File: src/rtl/cspc_pkg.sv
// Shared CSPC definitions: opcode encodings and widths used by blocks
// that ride the blk_* interface.
package cspc_pkg;

    localparam int CSPC_OP_WIDTH = 2;

    localparam logic [CSPC_OP_WIDTH-1:0] CSPC_OP_ADD  = 2'b00;
    localparam logic [CSPC_OP_WIDTH-1:0] CSPC_OP_SUB  = 2'b01;
    localparam logic [CSPC_OP_WIDTH-1:0] CSPC_OP_LOAD = 2'b10;
    localparam logic [CSPC_OP_WIDTH-1:0] CSPC_OP_HOLD = 2'b11;

endpackage

File: src/rtl/cspc_cslow_accum_blk_if.sv
// Block-side blk_* bundle for the C-slowed accumulator: control, operand,
// shared opcode and the per-slot result/flag.
interface cspc_cslow_accum_blk_if
    import cspc_pkg::*;
#(
    parameter int WIDTH_IN  = 16,
    parameter int WIDTH_ACC = 16
);
    logic                     clr;
    logic                     en;
    logic [WIDTH_IN-1:0]      in;
    logic [CSPC_OP_WIDTH-1:0] common_in;
    logic [WIDTH_ACC-1:0]     out;
    logic                     ovf;

    modport master (output clr, en, in, common_in, input out, ovf);
    modport slave  (input clr, en, in, common_in, output out, ovf);
endinterface

File: src/rtl/cspc_accum_alu.sv
// Combinational accumulator step: op decode, sign-extend, add/sub at W+1 bits,
// overflow detect, then saturate (CSPC_ACCUM_SAT_EN) or wrap.
module cspc_accum_alu
    import cspc_pkg::*;
#(
    parameter int WIDTH_IN  = 16,
    parameter int WIDTH_ACC = 16
) (
    input  logic [CSPC_OP_WIDTH-1:0] op,
    input  logic [WIDTH_IN-1:0]      x,
    input  logic [WIDTH_ACC-1:0]     acc,
    input  logic                     ovf,
    output logic [WIDTH_ACC-1:0]     acc_nxt,
    output logic                     ovf_nxt
);
    localparam int WE = WIDTH_ACC + 1;

    logic [WE-1:0] x_ext;
    logic [WE-1:0] acc_ext;
    logic [WE-1:0] res;
    logic          over;

    assign x_ext   = {{(WE-WIDTH_IN){x[WIDTH_IN-1]}}, x};
    assign acc_ext = {acc[WIDTH_ACC-1], acc};

    always_comb begin
        res = acc_ext;
        case (op)
            CSPC_OP_ADD:  res = acc_ext + x_ext;
            CSPC_OP_SUB:  res = acc_ext - x_ext;
            CSPC_OP_LOAD: res = x_ext;
            default:      res = acc_ext;
        endcase
    end

    // Result leaves the signed range when the two top bits disagree.
    assign over = res[WE-1] ^ res[WE-2];

    always_comb begin
        acc_nxt = res[WIDTH_ACC-1:0];
`ifdef CSPC_ACCUM_SAT_EN
        if (over)
            acc_nxt = res[WE-1] ? {1'b1, {(WIDTH_ACC-1){1'b0}}}
                                : {1'b0, {(WIDTH_ACC-1){1'b1}}};
`endif
    end

    assign ovf_nxt = (op == CSPC_OP_LOAD) ? 1'b0 : (ovf | over);

endmodule

File: src/rtl/cspc_cslow_accum_blk.sv
// C-slowed NUM_PORTS-thread accumulator: a register ring where each slot's
// state returns to the ALU exactly NUM_PORTS enabled cycles later.
// Build option: CSPC_ACCUM_SAT_EN selects saturating instead of wrapping overflow.
module cspc_cslow_accum_blk
    import cspc_pkg::*;
#(
    parameter int NUM_PORTS = 4,
    parameter int WIDTH_IN  = 16,
    parameter int WIDTH_ACC = 16
) (
    input logic                   clk,
    input logic                   rst,
    cspc_cslow_accum_blk_if.slave blk
);
    logic [NUM_PORTS-1:0][WIDTH_ACC-1:0] acc_q;
    logic [NUM_PORTS-1:0]                ovf_q;
    logic [WIDTH_ACC-1:0]                acc_nxt;
    logic                                ovf_nxt;

    cspc_accum_alu #(
        .WIDTH_IN  (WIDTH_IN),
        .WIDTH_ACC (WIDTH_ACC)
    ) u_alu (
        .op      (blk.common_in),
        .x       (blk.in),
        .acc     (acc_q[NUM_PORTS-1]),
        .ovf     (ovf_q[NUM_PORTS-1]),
        .acc_nxt (acc_nxt),
        .ovf_nxt (ovf_nxt)
    );

    // clr only acts on enabled edges; en low freezes the whole ring.
    always_ff @(posedge clk or posedge rst) begin
        if (rst) begin
            acc_q <= '0;
            ovf_q <= '0;
        end else if (blk.en) begin
            if (blk.clr) begin
                acc_q <= '0;
                ovf_q <= '0;
            end else begin
                acc_q[0] <= acc_nxt;
                ovf_q[0] <= ovf_nxt;
                for (int i = 1; i < NUM_PORTS; i++) begin
                    acc_q[i] <= acc_q[i-1];
                    ovf_q[i] <= ovf_q[i-1];
                end
            end
        end
    end

    assign blk.out = acc_q[NUM_PORTS-1];
    assign blk.ovf = ovf_q[NUM_PORTS-1];

endmodule
File: src/flat_wrapper.sv
// flat-port wrapper written by rule: the top's interface ports become plain ports
module cspc_cslow_accum_blk_flat import cspc_pkg::*;
#(
    parameter int NUM_PORTS = 4,
    parameter int WIDTH_IN  = 16,
    parameter int WIDTH_ACC = 16
)
  (clk, rst, blk_clr, blk_en, blk_in, blk_common_in, blk_out, blk_ovf);
  cspc_cslow_accum_blk_if #(.WIDTH_IN(WIDTH_IN), .WIDTH_ACC(WIDTH_ACC)) blk_i ();
  input logic clk;
  input logic rst;
  input wire logic [$bits(blk_i.clr)-1:0] blk_clr;
  input wire logic [$bits(blk_i.en)-1:0] blk_en;
  input wire logic [$bits(blk_i.in)-1:0] blk_in;
  input wire logic [$bits(blk_i.common_in)-1:0] blk_common_in;
  output wire logic [$bits(blk_i.out)-1:0] blk_out;
  output wire logic [$bits(blk_i.ovf)-1:0] blk_ovf;
  assign blk_i.clr = blk_clr;
  assign blk_i.en = blk_en;
  assign blk_i.in = blk_in;
  assign blk_i.common_in = blk_common_in;
  assign blk_out = blk_i.out;
  assign blk_ovf = blk_i.ovf;
  cspc_cslow_accum_blk #(.NUM_PORTS(NUM_PORTS), .WIDTH_IN(WIDTH_IN), .WIDTH_ACC(WIDTH_ACC)) u_core (.clk(clk), .rst(rst), .blk(blk_i));
endmodule
File: config.mk
export PLATFORM = sky130hd
export DESIGN_NAME = cspc_cslow_accum_blk_flat
export DESIGN_NICKNAME = d
export VERILOG_FILES = /design/src/rtl/cspc_pkg.sv /design/src/rtl/cspc_cslow_accum_blk_if.sv /design/src/rtl/cspc_accum_alu.sv /design/src/rtl/cspc_cslow_accum_blk.sv /design/src/flat_wrapper.sv
export SDC_FILE = /design/constraint.sdc
export NUM_CORES = 1
export LEC_CHECK = 0
export CAP_MARGIN = 20
export CORE_MARGIN = 10
export CORE_UTILIZATION = 62
export CTS_CLUSTER_SIZE = 40
export DETAILED_ROUTE_END_ITERATION = 8
export MAX_ROUTING_LAYER = met4
export PLACE_DENSITY_LB_ADDON = 0.2
export SLEW_MARGIN = 10
export SYNTH_ARGS = -nofsm -noshare
export SYNTH_HDL_FRONTEND = slang
export SYNTH_SLANG_ARGS = --single-unit
File: constraint.sdc
create_clock -name clk -period 6.41 [get_ports clk]
set_clock_uncertainty 0.1 [all_clocks]
set_input_delay 1.282 -clock clk [delete_from_list [all_inputs] [get_ports clk]]
set_output_delay 1.282 -clock clk [all_outputs]
set_load 0.03 [all_outputs]
==> flow_summary.ini, run 1 <==
[logic_synthesis]
synth_edf_count = 0
netlist_instances = 400
synth_top_area_share_pct = 42.78
syn-mean-instance-area_um2 = 9.944
synth.area.top_cells = dfrtp_1 43%, o2bb2ai_1 6.6%, a22o_1 5.7%
synth_fp_nets = 440
yosysTopAreaCell = dfrtp_1
ys_seq_elements = 68
synth_cell_types = 45
ys.flop_type = dfrtp_1
syn_area_mm2 = 0.003978
synth_warnings = 0
seq_area_frac_synth_pct = 42.78
synthArstFlopShare_pct = 100.0

[run_status]
run_status = finished, final reports clean

[critical_path]
cp.required_ns = 6.53
crit_arrival_ns = 4.93
reg2reg_from = u_core.blk.out[0]
critPathMaxFanout = 21
critical_path_class = input port to register
cp-start-kind = input port
startpoint = blk_common_in[0]
cp-end-kind = register

[global_routing]
grt_use_total_pct = 19.82
grt.overflow.total = 0
grt_pass1_wl_mm = 15.69
antenna_found_initial = 0
grt_start_max_net_pins = 69
grt_pass1_vias = 3145

[floorplan]
die-area_mm2 = 0.01002
initial_core_util_pct = 63.36
dieHeight_um = 100.1
core-area_mm2 = 0.006277
rows = 29
dieWidth_um = 100.1
io_pins = 39

[sta]
relSlewSlack_pct = 45.00
grt_setup_unrepaired = false
fmax_mhz = 207.6
fin_crit_sh_pct = 75.17
finalMaxSlewViolations = 0
worstMarginPinSlew_ns = 0.8250
min_period_ns = 4.818
setup_viol = 0
fin_setup_tns_ns = 0
hold_ws_ns = 0.3932
hold_violations = 0

[clock_tree]
cts.sinks = 68
clock_path_buffers = 2
cts_tree = built
clock_latency_ns = 0.35
clock-root-buffer = clkbuf_8
htreeDepth = 3
cts_buffers = 9
ctsResizeCount = 0
post_cts_buffers = 0
hold_buffers = 0
cts.clk_slew.worst_paths_ns = 0.07

[power]
p_leak_nw = 2.016
power_mw = 1.030
seq_power_share_pct = 46.1
p_int_mw = 0.7288
powerDensity_mw_per_mm2 = 228.0
pwr-share-comb_pct = 19.0
switching_share_pct = 29.21
vdd_drop_max_v = 0.0001923
p_switching_mw = 0.3007
clkPwrFrac_pct = 34.9

[min_path]
min_path_type = register to register
hold_start = u_core.acc_q[37]

[place]
hpwl_mm = 6.562
port_buffers = 38
routabilityCongestion = 1.001
place_inst = 486

[job]
maxCapViolations = 0

[cells_and_area]
diodes = 0
area_growth_pct = 13.53
layout_commonest_cell = dfrtp_1
drive_above_1_share_pct = 8.235
nets = 460
final_util_pct = 71.94
final_cell_mix = 68 x dfrtp_1, 44 x nand2_1, 38 x clkdlybuf4s50_1, 30 x o2bb2ai_1, 30 x a21oi_1
instances_no_fill = 502

[drt]
first_pass_iters = 6
drc = 0
drt_wl_total_mm = 9.595
ant_nets = 0
routedWlPerCell_um = 19.11
routed-via-count = 3191
first_iter_violations = 271
vias_per_cell = 6.357
cell type report:
type	instances	area, um^2
Multi-Input combinational cell	280	2019
Fill cell	458	1762
Sequential cell	68	1702
Timing Repair Buffer	46	440.4
Clock buffer	10	137.6
Tap cell	77	96.34
Clock inverter	6	63.81
Inverter	15	56.30
kinds of logic after synthesis:
group | synth area share (%)
xor+xnor | 6.071
fa+ha+maj | 5.851
flops | 42.78
compound gates | 24.54
buf+inv | 6.448
mux | 3.523
simple gates | 10.79
worst paths after layout:
path	to	slack, ns	cells after the start
max	u_core.ovf_q[0]	1.59	16
min	u_core.acc_q[37]	0.39	1
max reg2reg	u_core.acc_q[14]	3.32	11
min reg2reg	u_core.acc_q[37]	0.39	1
max in group asynchronous	u_core.acc_q[45]	4.28	3
min in group asynchronous	u_core.acc_q[19]	1.39	3
critical path: stages:
cell	delay [ns]
clkdlybuf4s50_1	0.46
buf_4	0.30
nor2b_1	0.17
buf_4	0.18
a21oi_1	0.09
or4_1	0.53
o21ai_0	0.22
xor2_1	0.18
ha_1	0.30
a21o_1	0.22
o21bai_1	0.16
a21o_1	0.18
a21oi_1	0.14
nand2_1	0.06
xnor3_1	0.37
o221ai_2	0.08
cells in the mapped netlist (2+ instances only):
cell type,n
o221ai_1,4
nand2b_1,7
mux2i_1,14
buf_4,16
ha_1,17
xor2_1,10
clkbuf_1,20
nor3_1,6
a22o_1,26
a21oi_1,30
dfrtp_1,68
or2_2,2
a21o_1,4
or3_1,2
o2bb2ai_1,30
o31ai_1,3
xnor2_1,15
nor4_4,2
o22ai_1,4
nand3_1,2
o21bai_1,2
nor2_1,16
o21ai_0,18
o21a_1,2
inv_1,14
nand2_1,44
nor2b_1,3
o211ai_1,2
power groups by stage:
stage / clock [mW] / sequential [mW] / combinational [mW]
after CTS: 0.361 / 0.474 / 0.195
after detailed placement: 0 / 0.482 / 0.193
final: 0.360 / 0.474 / 0.196
after global routing: 0.381 / 0.477 / 0.215
after floorplan: 0 / 0.476 / 0.139
after global placement: 0 / 0.480 / 0.188
routing by layer:
metal | routed length [um] | vias to the layer above | track usage (%)
met2 | 4126 | 136 | 27.53
met1 | 4547 | 1548 | 27.36
met4 | 204 | 0 | 8.696
met3 | 718 | 25 | 3.984
met5 | 0 | - | -
li1 | - | 1482 | -
per-stage QoR:
| stage | cell area [um^2] | worst slack, ns |
|---|---|---|
| global placement | 4314 | 1.342 |
| floorplan | 3978 | 2.194 |
| finish | 4516 | 1.592 |
| global route | 4516 | 1.394 |
| detailed placement | 4314 | 1.258 |
| CTS | 4516 | 1.609 |
state kept, by name, indices dropped and copies added, names as in the netlist:
name            count
u_core.ovf_q        4
u_core.acc_q       48
u_core.blk.out     16
Power figures use the tool's default switching activity.
==> inputs of run 2 (changes only) <==
CORE_UTILIZATION = 57   (was 62)
clock period = 5 ns   (was 6.41 ns; I/O delays follow)
==> flow_summary.ini, run 2 (synthesis results as in run 1) <==
[drt]
drt_wl_total_mm = 9.256
drc = 0
routedWlPerCell_um = 17.77
routed-via-count = 2999
ant_nets = 0
first_iter_violations = 293
vias_per_cell = 5.756
first_pass_iters = 4

[critical_path]
r2r-end = u_core.acc_q[14]
crit_arrival_ns = 4.53
cp-start-kind = input port
critPathMaxFanout = 4
reg2reg_from = u_core.blk.out[0]
cp_top_family = compound AO/OA/AOI/OAI gates
max_stage_delay_ns = 0.52
cp.required_ns = 5.10
cp-end-kind = register
worst_path_max_delay_cell = or4_1
crit_chain = clkdlybuf4s50_1 > nor4_4 > a21oi_1 > or4_1 > o21ai_0 > xor2_1 > ha_1 > a21o_1 > o21bai_1 > a21o_1 > a21oi_1 > nand2_1 > xnor3_1 > o221ai_2
cp.buffers_inverters = 1
r2r_cells = 11
critical_path_class = input port to register
r2r_slack_ns = 2.15
worst-path-stages = 14

[cells_and_area]
final_cell_mix = 68 x dfrtp_1, 44 x nand2_1, 38 x clkdlybuf4s50_1, 30 x o2bb2ai_1, 30 x a21oi_1
diodes = 0
largest_reg_flops = 48
layout_commonest_cell = dfrtp_1
area_growth_pct = 13.87
fill_cells = 576
nets = 461
drive_above_1_share_pct = 7.529
regMostFlops = u_core.acc_q

[power]
vdd_drop_max_v = 0.0001952
seq_power_share_pct = 47.3
clkPwrFrac_pct = 33.4
p_switching_mw = 0.3543
powerDensity_mw_per_mm2 = 284.4
p_leak_nw = 2.016
power_mw = 1.288
p_int_mw = 0.9336
switching_share_pct = 27.51
pwr-share-comb_pct = 19.3

[place]
port_buffers = 38
pre_cts_slack_ns = 0.2635
hpwl_mm = 6.506
routabilityCongestion = 0.8513

[min_path]
hold_start = u_core.acc_q[34]
min_to = u_core.blk.out[2]
min_path_type = register to register
hold_depth = 1

[clock_tree]
clock_latency_ns = 0.33
clock-root-buffer = clkbuf_8
htreeDepth = 3
cts_tree = built
clock_path_buffers = 2
cts_buffers = 9
hold_buffers = 0
cts.sinks = 68
ctsResizeCount = 0
post_cts_buffers = 0
cts.clk_slew.worst_paths_ns = 0.07

[sta]
fin_crit_sh_pct = 88.40
worstMarginPinSlew_ns = 0.8531
fin_setup_tns_ns = 0
hold_ws_ns = 0.3875
hold_violations = 0
setup_viol = 0
fin_ws_ns = 0.5799
grt_setup_unrepaired = false
finalMaxSlewViolations = 0
fmax_mhz = 226.2
min_period_ns = 4.420
relSlewSlack_pct = 43.04

[global_routing]
antenna_found_initial = 0
grt_pass1_wl_mm = 15.53
grt_start_max_net_pins = 63
use_met2_pct = 24.10
grt_util_met3_pct = 2.540
grt_use_total_pct = 17.82
grt.overflow.total = 0
grt.met1_usage_pct = 26.68
grt-busiest-layer = met1
grt_pass1_vias = 3015

[job]
maxCapViolations = 0

[run_status]
run_status = finished, final reports clean

[floorplan]
dieWidth_um = 103.5
dieHeight_um = 103.5
initial_core_util_pct = 58.55
die-area_mm2 = 0.01072
io_pins = 39
rows = 30
core-area_mm2 = 0.006794
==> run 2: cell types whose count changed in the layout (fill, tap and decap cells not counted) <==
cell,delta
clkinvlp_4,-2
clkbuf_1,+3
buf_4,+1
clkinv_4,-1
clkinv_2,-1
==> run 2: worst max-delay path by stage <==
| stage | end | startpoint | slack (ns) |
|---|---|---|---|
| detailed placement | u_core.ovf_q[0] | blk_in[4] | 0.26 |
| global placement | u_core.ovf_q[0] | blk_in[4] | 0.34 |
| finish | u_core.ovf_q[0] | blk_in[4] | 0.58 |
| global route | u_core.ovf_q[0] | blk_in[4] | 0.38 |
| CTS | u_core.ovf_q[0] | blk_in[4] | 0.60 |
| floorplan | u_core.ovf_q[0] | blk_in[4] | 1.07 |
==> run 2: layout make-up <==
class                           count  area [um^2]  area share, %
Inverter                           15        56.30          1.243
Sequential cell                    68         1702          37.57
Tap cell                           96        120.1          2.652
Clock buffer                       13        148.9          3.287
Timing Repair Buffer               47        447.9          9.890
Multi-Input combinational cell    280         2019          44.59
Clock inverter                      2        35.03         0.7735
==> run 2: power groups by stage <==
stage | logic [mW] | registers, mW | clock network [mW]
2_1_floorplan | 0.178 | 0.611 | 0
3_3_place_gp | 0.242 | 0.617 | 0
3_5_place_dp | 0.246 | 0.619 | 0
4_1_cts | 0.248 | 0.609 | 0.437
5_1_grt | 0.277 | 0.613 | 0.463
6_report | 0.248 | 0.609 | 0.430
==> run 2: worst register-to-register path, cell delays in order (launching register included) <==
cell	delay, ns
dfrtp_1	0.37
inv_1	0.07
ha_1	0.23
fa_1	0.40
nand2b_1	0.21
a21oi_1	0.20
o21ai_0	0.17
a21oi_1	0.28
o21ai_0	0.15
a21oi_1	0.21
nor3_1	0.07
o31ai_1	0.28
==> run 2: metal layers <==
metal | vias up | share of wire, %
met4 | 0 | 0.84
met2 | 66 | 43
met5 | - | 0
met3 | 7 | 2.8
met1 | 1442 | 54
li1 | 1484 | -
==> run 2: through the flow <==
stage	cells	instance area, um^2	utilization, %
5_1_grt	521	4529	66.67
2_1_floorplan	400	3978	-
4_1_cts	521	4529	66.67
3_3_place_gp	506	4345	63.96
6_report	521	4529	66.67
3_5_place_dp	506	4345	63.96
==> inputs of run 3 (changes only) <==
REMOVE_ABC_BUFFERS = 1   (was default)
==> flow_summary.ini, run 3 (synthesis results as in run 1) <==
[run_status]
run_status = finished, final reports clean

[place]
port_buffers = 38
hpwl_mm = 6.397
place_inst = 506
placed_cell_area_mm2 = 0.004348
routabilityCongestion = 0.9805
pre_cts_slack_ns = 0.3010

[floorplan]
rows = 30
die-area_mm2 = 0.01072
dieWidth_um = 103.5
dieHeight_um = 103.5
io_pins = 39
core-area_mm2 = 0.006794
initial_core_util_pct = 58.55

[clock_tree]
post_cts_buffers = 0
clock_path_buffers = 2
hold_buffers = 0
ctsResizeCount = 0
cts_buffers = 9
cts.clk_slew.worst_paths_ns = 0.08
clock-root-buffer = clkbuf_8
clock_latency_ns = 0.36
cts.sinks = 68
htreeDepth = 3
cts_tree = built

[cells_and_area]
layout_commonest_cell = dfrtp_1
largest_reg_flops = 48
nets = 461
diodes = 0
drive_above_1_share_pct = 8.685
multi_input_area_mm2 = 0.002022
final_util_pct = 66.96
area_growth_pct = 14.38
final_cell_mix = 68 x dfrtp_1, 44 x nand2_1, 38 x clkdlybuf4s50_1, 30 x o2bb2ai_1, 30 x a21oi_1
fill_cells = 549
instances_no_fill = 522
register_area_mm2 = 0.001702
regMostFlops = u_core.acc_q
stdcell_area_mm2 = 0.004549

[critical_path]
crit_arrival_ns = 4.46
r2r-end = u_core.ovf_q[0]
endpoint = u_core.ovf_q[0]
startpoint = blk_in[4]
critPathMaxFanout = 4
cp.required_ns = 5.13
cp-start-kind = input port
cp-end-kind = register
critical_path_class = input port to register
r2r_cells = 11
r2r_slack_ns = 2.17
reg2reg_from = u_core.blk.out[0]

[global_routing]
grt_start_max_net_pins = 64
grt_pass1_wl_mm = 14.81
antenna_found_initial = 0
grt.overflow.total = 0
grt_pass1_vias = 2909
grt_use_total_pct = 17.19

[power]
p_int_mw = 0.9347
p_leak_nw = 2.021
vdd_drop_max_v = 0.0002096
switching_share_pct = 28.56
clkPwrFrac_pct = 34.8
pwr-share-comb_pct = 18.8
powerDensity_mw_per_mm2 = 287.6
power_mw = 1.308
seq_power_share_pct = 46.3
p_switching_mw = 0.3737

[sta]
fin_setup_tns_ns = 0
grt_setup_unrepaired = false
worstMarginPinSlew_ns = 1.020
hold_violations = 0
hold_ws_ns = 0.3852
fmax_mhz = 231.2
min_period_ns = 4.325
fin_ws_ns = 0.6753
relSlewSlack_pct = 31.93
finalMaxSlewViolations = 0
setup_viol = 0
fin_crit_sh_pct = 86.49

[drt]
drc = 0
vias_per_cell = 5.810
routed-via-count = 3033
first_iter_violations = 181
drt_wl_total_mm = 8.941
first_pass_iters = 4
ant_nets = 0
routedWlPerCell_um = 17.13

[job]
maxCapViolations = 0

[min_path]
min_path_type = register to register
-- run 3: cell count changes in the layout (fill, tap and decap cells not counted), sizes merged --
| cell | before | now |
|---|---|---|
| clkinv | 1 | 3 |
| clkbuf | 13 | 10 |
| clkinvlp | 0 | 2 |
-- run 3: critical path: stages --
cell and delay, ns:
clkdlybuf4s50_1 0.52, nor4_4 0.38, a21oi_1 0.19, or4_1 0.51
o21ai_0 0.21, xor2_1 0.17, ha_1 0.29, a21o_1 0.22
o21bai_1 0.15, a21o_1 0.17, a21oi_1 0.13, nand2_1 0.06
xnor3_1 0.37, o221ai_2 0.09
-- run 3: power by group through the flow --
stage | sequential (mW) | clock, mW | combinational (mW)
detailed placement | 0.616 | 0 | 0.245
CTS | 0.606 | 0.467 | 0.247
finish | 0.606 | 0.456 | 0.246
global route | 0.611 | 0.489 | 0.273
global placement | 0.615 | 0 | 0.241
floorplan | 0.619 | 0 | 0.152
-- run 3: final cells by class --
type,count,area share [%]
timing repair buffer,47,9.846
clock buffer,10,3.025
tap,96,2.640
multi-input combinational,280,44.44
clock inverter,6,1.403
inverter,15,1.238
sequential,68,37.40
-- run 3: worst min path at each step --
| stage | start | to | slack (ns) | depth (start not counted) |
|---|---|---|---|---|
| after CTS | u_core.ovf_q[2] | u_core.ovf_q[3] | 0.39 | 1 |
| after global routing | u_core.acc_q[14] | u_core.acc_q[30] | 0.41 | 1 |
| final | u_core.acc_q[41] | u_core.acc_q[41] | 0.39 | 1 |
| after detailed placement | u_core.acc_q[43] | u_core.acc_q[43] | 0.37 | 1 |
| after global placement | u_core.acc_q[42] | u_core.acc_q[42] | 0.37 | 1 |
| after floorplan | u_core.acc_q[41] | u_core.acc_q[41] | 0.36 | 1 |
-- run 3: metal layers --
layer	routed length, um	track usage (%)
met5	0	-
met4	137	6.351
met3	424	3.717
met2	4220	26.17
met1	4158	21.95
